==> src/rtl/bnn_job_sequencer.sv <==
// Job sequencer for a bit-serial BNN classifier core: takes one feature vector at a
// time, runs the core for its fixed latency and returns the class index on a stream.
module bnn_job_sequencer #(
  parameter int N   = 11,
  parameter int B   = 4,
  parameter int M   = 40,
  parameter int C   = 6,
  parameter int LAT = N + M - 1,
  parameter int KW  = $clog2(C)
) (
  input  logic           clk,
  input  logic           rst,
  input  logic           in_valid,
  output logic           in_ready,
  input  logic [B*N-1:0] in_data,
  output logic [B*N-1:0] core_data,
  output logic           core_rst,
  input  logic [KW-1:0]  core_klass,
  output logic           out_valid,
  input  logic           out_ready,
  output logic [KW-1:0]  out_class,
  output logic           out_err,
  output logic           busy,
  output logic [15:0]    job_count
);

  localparam int CW = $clog2(LAT);

  typedef enum logic [1:0] {IDLE, LOAD, RUN, DONE} state_t;

  state_t          state;
  state_t          state_nx;
  logic [CW-1:0]   cnt;
  logic            accept;
  logic            last;
  logic            handshake;

  // Returns {err, class}; out-of-range klass codes map to class 0 with err set.
  function automatic logic [KW:0] klass_to_class(input logic [KW-1:0] k);
    if (int'(k) <= C - 1) return {1'b0, KW'(C - 1) - k};
    else                  return {1'b1, {KW{1'b0}}};
  endfunction

  assign accept    = (state == IDLE) && in_valid;
  assign last      = (state == RUN) && (cnt == CW'(LAT - 1));
  assign handshake = (state == DONE) && out_ready;
  assign in_ready  = (state == IDLE) && !rst;
  assign out_valid = (state == DONE);
  assign busy      = (state != IDLE);

  always_comb begin
    state_nx = state;
    case (state)
      IDLE:    if (in_valid) state_nx = LOAD;
      LOAD:    state_nx = RUN;
      RUN:     if (last) state_nx = DONE;
      DONE:    if (out_ready) state_nx = IDLE;
      default: state_nx = IDLE;
    endcase
  end

  // core_rst is registered from the next state so the core sees a clean flop output.
  always_ff @(posedge clk) begin
    if (rst) begin
      state     <= IDLE;
      cnt       <= '0;
      core_rst  <= 1'b1;
      core_data <= '0;
      out_class <= '0;
      out_err   <= 1'b0;
      job_count <= '0;
    end else begin
      state    <= state_nx;
      core_rst <= (state_nx != RUN);
      if (accept) core_data <= in_data;
      if (state == LOAD)     cnt <= '0;
      else if (state == RUN) cnt <= cnt + 1'b1;
      if (last) {out_err, out_class} <= klass_to_class(core_klass);
      if (handshake) job_count <= job_count + 16'd1;
    end
  end

endmodule

==> config.mk <==
export PLATFORM = sky130hd
export DESIGN_NAME = bnn_job_sequencer
export DESIGN_NICKNAME = d
export VERILOG_FILES = /design/src/rtl/bnn_job_sequencer.sv
export SDC_FILE = /design/constraint.sdc
export NUM_CORES = 1
export LEC_CHECK = 0
export ABC_CLOCK_PERIOD_IN_PS = 3900
export BUFFER_PORTS_ARGS = -buffer_cell sky130_fd_sc_hd__buf_2
export CAP_MARGIN = 20
export CELL_PAD_IN_SITES_DETAIL_PLACEMENT = 0
export CELL_PAD_IN_SITES_GLOBAL_PLACEMENT = 1
export CORE_MARGIN = 1.5
export CORE_UTILIZATION = 36
export DETAILED_ROUTE_END_ITERATION = 12
export GPL_TIMING_DRIVEN = 1
export PLACE_DENSITY = 0.83
export SLEW_MARGIN = 0
export SYNTH_ARGS = -nofsm -noshare
export SYNTH_HDL_FRONTEND = slang
export SYNTH_SLANG_ARGS = --single-unit
==> constraint.sdc <==
create_clock -name clk -period 3.9 [get_ports clk]
set_input_delay 0.39 -clock clk [delete_from_list [all_inputs] [get_ports clk]]
set_output_delay 0.39 -clock clk [all_outputs]
set_load 0.01 [all_outputs]
==> impl_metrics.toml <==
[outcome]
status = "completed"

[clocking]
numCtsBuffers = 9
cts_setup_buffers = 0
cts_tree = "done"
clkLatencyLatePin_ns = 0.34
htreeDepth = 3
cts_resized = 0
clockBufferDepth = 2
clk_pin_slew_ns = 0.08
cts.sinks = 73
cts-hold-fix-buffers = 0
clock-root-buffer = "clkbuf_8"

[timing]
slew_headroom_pct = 68.62
fmax_mhz = 587.3
maxSlewViolCount = 0
finalHoldViolations = 0
timing.hold.ws_ns = 0.2787
fin_crit_ns = 1.703
finalCritPeriodShare_pct = 43.66
worstMarginPinSlew_ns = 0.4707
fin_setup_tns_ns = 0
rsz0062_at_grt = "no"
setup_viol = 0
fin_skew_ns = 0.008720

[power]
p_leak_nw = 1.659
peakVddDrop_v = 0.0001664
power_density_mw_per_mm2 = 437.6

[placed_design]
gp_congestion = 0.7436
port-buffer-count = 118
place_area_mm2 = 0.003447
dp_hpwl_mm = 4.680

[logic_synthesis]
ys_types = 35
syn_area_per_cell_um2 = 8.268
synthesis.area_mm2 = 0.002803
ys.flop_type = "dfxtp_1"
ys_warn_count = 0
yosysSeqAreaShare_pct = 52.14
async_reset_ff_share_pct = 0
synth_nets = 393
ys_ff_latch = 73
synth_edf_count = 0
postSynthCellCount = 339

[route]
viasPerCell = 4.635
drc = 0
wire_per_inst_um = 12.27
drt_iter0_drc = 102
wirelength_mm = 6.798
dr.pass1.iters = 4
route.vias.total = 2568
postRouteAntennaNets = 0

[final_layout]
antenna_cells = 0
syn_to_final_growth_pct = 30.45
nNetsFinal = 504
n_fill_cell = 762
mostFrequentLayoutCell = "buf_2"
design_area_mm2 = 0.003656
drive_gt1_share_pct = 31.65
layout_common_cells = "buf_2, nand2_1, dfxtp_1"
seqCellArea_mm2 = 0.001461
multiInputGateArea_mm2 = 0.001241

[grt]
grt_use_total_pct = 17.33
grt-ovfl-total = 0
antenna_found_initial = 0
grt_pass1_vias = 2402
grt_first_pass_wirelength_mm = 11.50
grt_max_degree = 46

[setup_path]
critPathRequiredTime_ns = 4.17
crit_chain = "and4_1, nand3_4, or4_1, a21oi_1"
reg2reg_depth = 4
crit_buf_inv = 0
cp.depth = 4
crit_path_start_kind = "flip-flop"
crit_type = "reg -> reg"
cp_top_family = "simple AND/OR/NAND/NOR gates"
crit_arrival_ns = 1.97
critical_path.max_stage_delay_ns = 0.51
slowest_stage = "or4_1"
critPathCaptureType = "flip-flop"
cp_max_fo = 8

[worst_hold_path]
worstHoldPathType = "in -> reg"
hold_path_depth = 3

[die]
start_util_pct = 37.83
placementRows = 31
die_w_um = 91.24
die-area_mm2 = 0.008324
die_h_um = 91.24
pin_count = 119
core_area_mm2 = 0.007408

[job]
maxCapViolCount = 0
## kinds of logic (layout without fill, tap and decap cells)
kind of cell / after synthesis / after routing / share of synthesized area [%]
simple gates: 162 / 162 / 26.30
flops: 73 / 73 / 52.14
compound gates: 60 / 60 / 10.89
buf+inv: 23 / 139 / 3.571
xor+xnor: 15 / 15 / 4.687
fa+ha+maj: 3 / 3 / 1.339
mux: 3 / 3 / 1.071
## worst paths after layout
| check | slack (ns) | from | to |
|---|---|---|---|
| hold reg to reg | 0.45 | core_data[16] | core_data[16] |
| setup reg to reg | 2.20 | state[1] | job_count[15] |
| setup / recovery | 2.20 | state[1] | job_count[15] |
| hold / removal | 0.28 | in_data[21] | core_data[21] |
## power by group
| group | total (mW) | leakage (nW) | switching (mW) | internal (mW) |
|---|---|---|---|---|
| combinational | 0.174 | 0.951 | 0.104 | 0.0703 |
| clock | 0.628 | 0.113 | 0.273 | 0.355 |
| sequential | 0.798 | 0.595 | 0.0183 | 0.780 |
## worst min-delay path, delay by kind of cell
family,cells,cell delay (ns)
buffers and inverters,1,0.09
AO/OA/AOI/OAI,1,0.05
AND/OR/NAND/NOR,1,0.04
## synth_stat cells, types with 2 or more instances
cell type  instances  area share [%]
nor3_1             3            0.54
xnor2_1            5             1.6
nand2b_1           3            0.67
xor2_1            10             3.1
ha_1               3             1.3
or3_2              2            0.54
nand3_1            6             1.1
nor2b_1            2            0.45
buf_2              5            0.89
a21oi_1           53             9.5
mux2i_1            3             1.1
nand2_1           97              13
inv_1              2            0.27
o21ai_0            5            0.89
nor2_1            22             2.9
and4_1             2            0.63
and3_1             4            0.89
nand4_1            7             1.6
and2_1             2            0.45
or3_1              3            0.67
dfxtp_1           73              52
clkbuf_1          14             1.9
## state kept, by name (all words and copies together), names as in the netlist
name	cells
cnt	6
core_data	44
core_rst	1
job_count	16
out_class	3
out_err	1
state	2
## routing by layer
| layer | routed length [µm] | global-route usage (%) |
|---|---|---|
| met2 | 3250 | 28.11 |
| met5 | 0 | 0 |
| met1 | 3051 | 21.75 |
| met4 | 90 | 7.422 |
| met3 | 406 | 4.355 |
## per-stage QoR
step	setup WS (ns)	utilization (%)	cells	power (mW)
3_3_place_gp	2.158	46.53	538	0.9882
3_5_place_dp	2.139	46.53	538	0.9915
6_report	2.197	49.35	554	1.600
4_1_cts	2.191	49.35	554	1.629
5_1_grt	1.983	49.35	554	1.693
2_1_floorplan	2.275	-	339	0.9134
## layout make-up
cell class | count | area share, %
Inverter | 2 | 0.2053
Timing Repair Buffer | 121 | 16.77
Clock inverter | 7 | 2.327
Clock buffer | 9 | 3.388
Multi-Input combinational cell | 243 | 33.95
Tap cell | 99 | 3.388
Sequential cell | 73 | 39.97
No activity file was read; power rests on OpenSTA's default activity.
